--- config.mk ---
export PLATFORM = sky130hd
export DESIGN_NAME = unpack_sched
export DESIGN_NICKNAME = d
export VERILOG_FILES = /design/src/rtl/unpack_sched_pkg.sv /design/src/rtl/unpack_capture.sv /design/src/rtl/unpack_sched.sv
export SDC_FILE = /design/constraint.sdc
export NUM_CORES = 1
export LEC_CHECK = 0
export ABC_AREA = 1
export BUFFER_PORTS_ARGS = -buffer_cell sky130_fd_sc_hd__buf_2
export CORE_AREA = 2 2 230 232
export DETAILED_ROUTE_END_ITERATION = 16
export DIE_AREA = 0 0 232 234
export PLACE_DENSITY = 0.54
export SLEW_MARGIN = 30
export SYNTH_ARGS = -nofsm -noshare
export SYNTH_HDL_FRONTEND = slang
export SYNTH_SLANG_ARGS = --single-unit
--- constraint.sdc ---
create_clock -name clk -period 3.05 [get_ports clk]
set_input_delay 0.61 -clock clk [delete_from_list [all_inputs] [get_ports clk]]
set_output_delay 0.61 -clock clk [all_outputs]
set_load 0.1 [all_outputs]
--- src/rtl/unpack_sched_pkg.sv ---
// Shared types and constants for the unpack scheduler.
// The optional classification outputs are enabled by UNPACK_SCHED_CLASSIFY_EN.
package unpack_sched_pkg;

    typedef enum logic [2:0] {
        IDLE = 3'd0,
        A0   = 3'd1,
        A1   = 3'd2,
        B0   = 3'd3,
        B1   = 3'd4,
        DONE = 3'd5
    } sched_state_t;

    // One decoded operand, as produced by the shared unpacker.
    typedef struct packed {
        logic        s;
        logic [10:0] e;
        logic [52:0] f;
        logic [5:0]  lz;
        logic [51:0] h;
        logic        fz;
        logic        ez;
        logic        einf;
    } unpacked_t;

    // A single-precision operand is left-justified into the 64-bit unpacker input.
    localparam int F32_PAD = 32;

    // Bit positions inside the one-hot class vector {nan, inf, zero, sub}.
    localparam int CLS_W    = 4;
    localparam int CLS_NAN  = 3;
    localparam int CLS_INF  = 2;
    localparam int CLS_ZERO = 1;
    localparam int CLS_SUB  = 0;

    // Place an operand on the unpacker input according to its precision.
    function automatic logic [63:0] fmt_operand(input logic [63:0] op, input logic db);
        return db ? op : {op[31:0], {F32_PAD{1'b0}}};
    endfunction

    // One-hot class from the first-pass unpacker flags.
    function automatic logic [CLS_W-1:0] classify(input logic einf, input logic fz,
                                                  input logic ez);
        logic [CLS_W-1:0] c;
        c           = '0;
        c[CLS_NAN]  = einf && !fz;
        c[CLS_INF]  = einf && fz;
        c[CLS_ZERO] = ez && fz;
        c[CLS_SUB]  = ez && !fz;
        return c;
    endfunction

endpackage

--- src/rtl/unpack_capture.sv ---
// Holding register for one unpacked operand, with synchronous load and clear.
module unpack_capture
    import unpack_sched_pkg::*;
(
    input  logic      clk,
    input  logic      rst,
    input  logic      clr,
    input  logic      load,
    input  unpacked_t d,
    output unpacked_t q
);

    // Clear wins over load so a new operation never starts from stale fields.
    always_ff @(posedge clk) begin
        if (rst || clr) begin
            q <= '0;
        end else if (load) begin
            q <= d;
        end
    end

endmodule

--- src/rtl/unpack_sched.sv ---
// Time-multiplexes one unpacker over both operands of an FPU operation.
// Optional feature macro: UNPACK_SCHED_CLASSIFY_EN adds a_cls, b_cls, out_special.
//
// Handshakes: a transfer happens on a rising clk edge where valid && ready are
// both high. in_ready is high only in IDLE outside reset; out_valid is high only
// in DONE and, once high, every output is held until out_ready is seen.
module unpack_sched
    import unpack_sched_pkg::*;
#(
    parameter int FP_W   = 64,
    parameter bit RENORM = 1'b1
) (
    input  logic            clk,
    input  logic            rst,
    input  logic            in_valid,
    output logic            in_ready,
    input  logic [FP_W-1:0] in_a,
    input  logic [FP_W-1:0] in_b,
    input  logic            in_db,
    input  logic            in_norm,
    output logic [FP_W-1:0] up_fp,
    output logic            up_db,
    output logic            up_normal,
    input  logic            up_e_inf,
    input  logic            up_e_z,
    input  logic            up_s,
    input  logic            up_fz,
    input  logic [10:0]     up_e,
    input  logic [5:0]      up_lz,
    input  logic [52:0]     up_f,
    input  logic [51:0]     up_h,
    output logic            out_valid,
    input  logic            out_ready,
    output logic            a_s,
    output logic            b_s,
    output logic [10:0]     a_e,
    output logic [10:0]     b_e,
    output logic [52:0]     a_f,
    output logic [52:0]     b_f,
    output logic [5:0]      a_lz,
    output logic [5:0]      b_lz,
    output logic [51:0]     a_h,
    output logic [51:0]     b_h,
    output logic            a_fz,
    output logic            b_fz,
    output logic            a_ez,
    output logic            b_ez,
    output logic            a_einf,
    output logic            b_einf,
    output logic            out_db,
    output logic [2:0]      dbg_state
`ifdef UNPACK_SCHED_CLASSIFY_EN
    ,
    output logic [3:0]      a_cls,
    output logic [3:0]      b_cls,
    output logic            out_special
`endif
);

    sched_state_t    state;
    logic [FP_W-1:0] op_a;
    logic [FP_W-1:0] op_b;
    logic            db_q;
    logic            norm_q;
    logic            accept;
    logic            renorm_req;
    logic            load_a;
    logic            load_b;
    unpacked_t       up_res;
    unpacked_t       a_q;
    unpacked_t       b_q;

    assign in_ready  = (state == IDLE) && !rst;
    assign accept    = in_valid && in_ready;
    assign dbg_state = state;

    // Fields in struct order: s, e, f, lz, h, fz, ez, einf.
    assign up_res = {up_s, up_e, up_f, up_lz, up_h, up_fz, up_e_z, up_e_inf};

    // A first-pass result that is subnormal earns a second, normalising pass.
    assign renorm_req = RENORM && norm_q && up_e_z && !up_fz;

    assign load_a = (state == A0) || (state == A1);
    assign load_b = (state == B0) || (state == B1);

    // Drive the unpacker from the latched operand selected by the current pass.
    always_comb begin
        up_fp     = '0;
        up_normal = 1'b0;
        up_db     = db_q;
        case (state)
            A0: up_fp = fmt_operand(op_a, db_q);
            A1: begin
                up_fp     = fmt_operand(op_a, db_q);
                up_normal = 1'b1;
            end
            B0: up_fp = fmt_operand(op_b, db_q);
            B1: begin
                up_fp     = fmt_operand(op_b, db_q);
                up_normal = 1'b1;
            end
            default: begin
                up_fp     = '0;
                up_normal = 1'b0;
            end
        endcase
    end

    // Pass sequencing, operand latching and the output-valid flag.
    always_ff @(posedge clk) begin
        if (rst) begin
            state     <= IDLE;
            op_a      <= '0;
            op_b      <= '0;
            db_q      <= 1'b0;
            norm_q    <= 1'b0;
            out_valid <= 1'b0;
        end else begin
            case (state)
                IDLE: begin
                    if (accept) begin
                        op_a   <= in_a;
                        op_b   <= in_b;
                        db_q   <= in_db;
                        norm_q <= in_norm;
                        state  <= A0;
                    end
                end
                A0: state <= renorm_req ? A1 : B0;
                A1: state <= B0;
                B0: begin
                    if (renorm_req) begin
                        state <= B1;
                    end else begin
                        state     <= DONE;
                        out_valid <= 1'b1;
                    end
                end
                B1: begin
                    state     <= DONE;
                    out_valid <= 1'b1;
                end
                DONE: begin
                    if (out_ready) begin
                        state     <= IDLE;
                        out_valid <= 1'b0;
                    end
                end
                default: begin
                    state     <= IDLE;
                    out_valid <= 1'b0;
                end
            endcase
        end
    end

    unpack_capture u_cap_a (
        .clk  (clk),
        .rst  (rst),
        .clr  (accept),
        .load (load_a),
        .d    (up_res),
        .q    (a_q)
    );

    unpack_capture u_cap_b (
        .clk  (clk),
        .rst  (rst),
        .clr  (accept),
        .load (load_b),
        .d    (up_res),
        .q    (b_q)
    );

    assign a_s    = a_q.s;
    assign a_e    = a_q.e;
    assign a_f    = a_q.f;
    assign a_lz   = a_q.lz;
    assign a_h    = a_q.h;
    assign a_fz   = a_q.fz;
    assign a_ez   = a_q.ez;
    assign a_einf = a_q.einf;
    assign b_s    = b_q.s;
    assign b_e    = b_q.e;
    assign b_f    = b_q.f;
    assign b_lz   = b_q.lz;
    assign b_h    = b_q.h;
    assign b_fz   = b_q.fz;
    assign b_ez   = b_q.ez;
    assign b_einf = b_q.einf;
    assign out_db = db_q;

`ifdef UNPACK_SCHED_CLASSIFY_EN
    // Class is taken from the first pass only, so "sub" survives renormalisation.
    always_ff @(posedge clk) begin
        if (rst || accept) begin
            a_cls <= '0;
            b_cls <= '0;
        end else if (state == A0) begin
            a_cls <= classify(up_e_inf, up_fz, up_e_z);
        end else if (state == B0) begin
            b_cls <= classify(up_e_inf, up_fz, up_e_z);
        end
    end

    assign out_special = (|a_cls[CLS_NAN:CLS_INF]) || (|b_cls[CLS_NAN:CLS_INF]);
`endif

endmodule
== Word-level counts from Yosys, hierarchy flattened ==
Index checks and enable logic that the tools add are counted.
Storage, ports and cells
  logic and storage cells: 60
  register bits after elaboration: 386
  RAM bits: 0
  memories: 0
  bits in read-only memories: 0
  input port bits: 260
  latch bits: 0
Operators by class
  $mul: 0
  shift operators: 0
  multiplexer cells: 12
  $lt $le $gt $ge: 0
  add/subtract/negate cells: 0
  eq/ne operators: 8
  div/mod/pow operators: 0
  reduce and logical (&&, ||, !) cells: 17
  bitwise operators: 1
Operator list (count)
  two-way mux 64 bit: 2
  one-hot mux 64 bit (2 select lines): 1
  one-hot mux 3 bit (6 select lines): 1
  equality test 3 x 2 -> 1 bit (second input constant): 2
  equality test 3 bit (second input constant): 2
  two-way mux 3 bit: 2
  OR reduction 2 bit: 3
  two-way mux 1 bit: 5
  logical AND 1 bit: 4
  != test 2 bit (second input constant): 2
  one-hot mux 1 bit (4 select lines): 1
  AND reduction 2 bit: 2
  equality test 3 x 1 -> 1 bit (second input constant): 1
  zero test 3 bit: 1
  logical OR 1 bit: 3
  AND reduction 3 bit: 1
  OR reduction 3 bit: 1
  zero test 1 bit: 2
  != test 2 x 1 -> 1 bit (second input constant): 1
  inverter 1 bit: 1

== Depth between registers and ports, before layout ==
  depth in word-level cells: 5
  gate-level depth with buffers: 9
  mapped depth without buffers: 7

== By module ==
From an unflattened synthesis, not the netlist that was laid out.
Second synthesis, totals
  cell total of the unflattened synthesis: 2486
  area total of the unflattened synthesis: 16613.4 um2
Modules (own cells, without submodules)
  unpack_capture: cells each 798, instances 2, area each 5106.1 um2
  unpack_sched: cells each 890, instances 1, area each 6401.1 um2

== Least setup slack after synthesis ==
Ideal clock, no wire load.
  kind: register to output
  start: register state[0] (netlist: dbg_state[0])
  end: output port up_fp[10]
  path slack: -0.855 ns
  data arrival time: 3.295 ns
  cell stages (with the launch flop): 8
  data required time: 2.440 ns
  path through: dfxtp_1 -> nor2_4 -> nor2_2 -> buf_4 -> buf_6 -> buf_2 -> nand2_1 -> a21oi_1
Between the ends
  cells in the longest elaborated chain, start to end: 3
Ends and longest elaborated chain
  start: declaration: RTL line unpack_sched.sv:60  | sched_state_t state;
  start signal: assignment: RTL line unpack_sched.sv:129  | A0: state <= renorm_req ? A1 : B0;
  equality test 3 x 2 -> 1 bit (tied with other cells): RTL line unpack_sched.sv:91  | case (state)
  OR reduction 2 bit (no source line)
  one-hot mux 64 bit (2 select lines) (*): RTL line unpack_sched.sv:91
  end: declaration: RTL line unpack_sched.sv:21  | output logic [FP_W-1:0] up_fp,
Mark *: on every way between the ends. The rest lies on a longest branch, timed or not.

== Worst setup path in the final report ==
  start: register state[2] (netlist: dbg_state[2])
  end: output port up_fp[15]
Same word-level chain as after synthesis.

==> impl_summary.log <==
[metrics] clock root cell: clkbuf_16
[metrics] placement-stage worst setup slack: slightly below 800 ps
[metrics] H-tree lvl count: 2
[metrics] initial standard-cell utilization of the core: 28.4%
[metrics] vias per inst: 4.48
[metrics] predominant post-synthesis flop cell: dfxtp_1
[metrics] setup tns final: 0 ps
[metrics] DRC viols: 0
[metrics] crit-path leading delay family: buffers and inverters
[metrics] count of flip-flops with a built-in enable after synthesis: 0
[metrics] row count: 84
[metrics] series of cell instances along the critical path: inv_2 > nand2_1 > nor2_4 > buf_12 > nand2_1 > a21oi_4 > buf_12
[metrics] peak fanout along the critical path: 91
[metrics] Buffers on Ports: 583
[metrics] Synth area leader: dfxtp_1
[metrics] critical path's largest stage delay: 350 ps
[metrics] remaining antenna violation count after routing: 0
[metrics] tightest slew margin relative to the limit: 33.1%
[metrics] Std-Cell Core Area: 0.0520 mm²
[metrics] insertion delay to the later sink of the worst-skew pair: 550 ps
[metrics] depth of the most critical reg-to-reg path: 7
[metrics] via count of the routed design: between 10000 and 15000
[metrics] top cells by instance count after synthesis: nand2_1, dfxtp_1, a21oi_1
[metrics] Congestion Overflow GR: 0
[metrics] Clock Skew: 13.7 ps
[metrics] number of storage elements in the synthesis netlist: around 390
[metrics] count of cells along the worst hold path: 3
[metrics] Min-Delay Path Class: input port to register
[metrics] setup repair after global routing missed its margin: no
[metrics] mean area per synthesized cell: 7.26 µm²
[metrics] global-route wire length before repair: 78.7 mm
[metrics] max-slew violation count: 0
[metrics] Max VDD drop: between 0.4 and 0.5 mV
[metrics] buffer and inverter count on the worst path: 3
[metrics] Sink Count: roughly 390
[metrics] f_max: between 0.3 and 0.4 GHz
[metrics] hold bufs inserted after CTS: 0
[metrics] count of routing violations after the opening detailed-route iteration: ~840
[metrics] pin slew with the least headroom to its limit: 1000 ps
[metrics] final count of negative-setup-slack endpoints: 0
[metrics] Tcrit/Tclk final: 93.7%
[metrics] layout-stage area growth over the synthesis result: 41.5%
[metrics] warning count from the yosys run: 0
[metrics] average routed wire per standard cell: 16.2 µm
[metrics] Final Hold Fails: 0
[metrics] Max Cap Viol: 0
[metrics] buffers inserted during post-CTS setup optimization: 0
[metrics] Gate Count Post-Synth: 2035
[metrics] io pins: 584
[metrics] Setup Crit Path Kind: register to output port
[metrics] Yosys top cell area share: about 52%
[metrics] share of synthesized flip-flops with an asynchronous set or reset: 0%
[metrics] most repeated cell in the gate-level netlist after synthesis: nand2_1
[metrics] data required time at the worst endpoint: roughly 2400 ps
[metrics] pin count of the biggest net entering global routing: approximately 130
[metrics] sum of routed wire length over all layers: 52.9 mm
[metrics] capturing element type of the critical path: output port
[metrics] minimum period implied by the final worst setup slack: around 2900 ps
[metrics] chip height: about 230 µm
[metrics] Data arrival, critical path: 2250 ps
[metrics] leakage power figure: 0.00875 µW
[metrics] CTS Buf Count: between 40 and 50
[metrics] TritonCTS clock tree: yes
[metrics] Final HPWL DP: ~37 mm
[metrics] worst path setup slack after routing: ~190 ps
[metrics] die boundary width: ~230 µm
[metrics] logic depth of the worst path, buffers included: 7
[metrics] via count of the first global-routing pass: between 10000 and 15000
[metrics] top cells by area in the synthesized netlist: dfxtp_1, nand2_1, a21oi_1
[metrics] die area: approximately 0.054 mm²
[metrics] slowest library cell on the worst path: dfxtp_2
[metrics] CTS Buffer Depth: 3
[metrics] Critical Path Source Type: register
[metrics] total routing usage reported by global routing: 18.3%
[metrics] final net count: 2804
[metrics] Final Wtd Congestion: between 0.8 and 0.9
[metrics] synthesized cell area: 0.0148 mm²
[metrics] nets in the synthesized netlist: 2295
[metrics] fraction of layout cells with a size suffix above 1: approximately 28%
[metrics] number of optimization iterations in the first detailed-route pass: 5
[metrics] clock transition at the registers of the reported paths: 60 ps
[metrics] register area share after synthesis: a little over half
[metrics] number of antenna violations at the first check in global routing: 15
[metrics] number of standard cells in the final layout excluding fillers: roughly 3300
[metrics] P per Cell Area: 727 mW/mm²
[metrics] number of cells after detailed placement: roughly 3200
[metrics] Resized cells post-CTS: 0
[metrics] run status: complete, no violations
[metrics] post-synth cell types: 20
-- stage by stage --
step	total power, µW	util (%)	hold WS [ps]	instance area (µm²)
2_1_floorplan	9050	-	433	15100
3_3_place_gp	10100	37.4	445	19500
3_5_place_dp	10100	37.4	447	19500
4_1_cts	15400	40.2	216	20900
5_1_grt	15900	40.2	244	20900
6_report	15200	40.2	260	20900
-- flip-flops by register name, indices dropped and copies added (netlist names) --
name	cells
dbg_state	3
out_db	1
norm_q	1
u_cap_a.q	126
out_valid	1
u_cap_b.q	126
op_a	64
op_b	64
-- worst reg2reg max path: stages (launching register included) --
cell     delay, ps
dfxtp_2        360
nor2_4         170
nand2_1        120
nand2_4        100
buf_12         210
buf_4          690
nand2_1        190
a21oi_1        190
-- report_power, final --
part / internal (µW) / leakage, µW / switching [µW]
combinational: 835 / 0.00491 / 3520
sequential: 5440 / 0.00315 / 219
clock: 3100 / 0.000700 / 2100
-- path summary, 6_finish.rpt --
| kind | slack, ps | startpoint | end |
|---|---|---|---|
| worst max-delay path | 190 | dbg_state[2] | up_fp[15] |
| worst min register to register | 460 | op_b[41] | op_b[41] |
| worst min-delay path | 260 | in_a[35] | op_a[35] |
| worst max register to register | 950 | dbg_state[0] | u_cap_b.q[63] |
-- area by class of cell --
cell class | count | area [µm²]
tap | 688 | 861
inverter | 139 | 528
fill | 5488 | 31100
sequential | 386 | 7730
timing repair buffer | 605 | 4190
clock inverter | 12 | 126
multi-input combinational | 1368 | 6150
clock buffer | 66 | 1290
antenna | 11 | 27.5
-- routing by layer --
| layer | wire (µm) | global-route usage [%] | part of all wire (%) | vias to the layer above |
|---|---|---|---|---|
| met1 | 22200 | 22.4 | 42 | 6709 |
| met4 | 974 | 5.77 | 1.8 | 12 |
| met3 | 4750 | 6.59 | 9.0 | 75 |
| met5 | 79 | 0 | 0.15 | - |
| li1 | - | - | - | 7427 |
| met2 | 24900 | 30.0 | 47 | 458 |
-- placed cells by master, fill, tap and decap left out, drive strengths merged --
master      n
a21oi     285
buf       605
bufinv      2
clkbuf     66
clkinv      8
clkinvlp    1
dfxtp     386
diode      11
inv       140
nand2     873
nand3       2
nor2        9
nor3        2
o21ai     196
o21bai      1
-- kinds of logic after synthesis --
group | share of synthesized area (%)
compound gates | 16.4
flops | 52.3
buf+inv | 8.71
simple gates | 22.6
No activity file was read; power rests on OpenSTA's default activity.
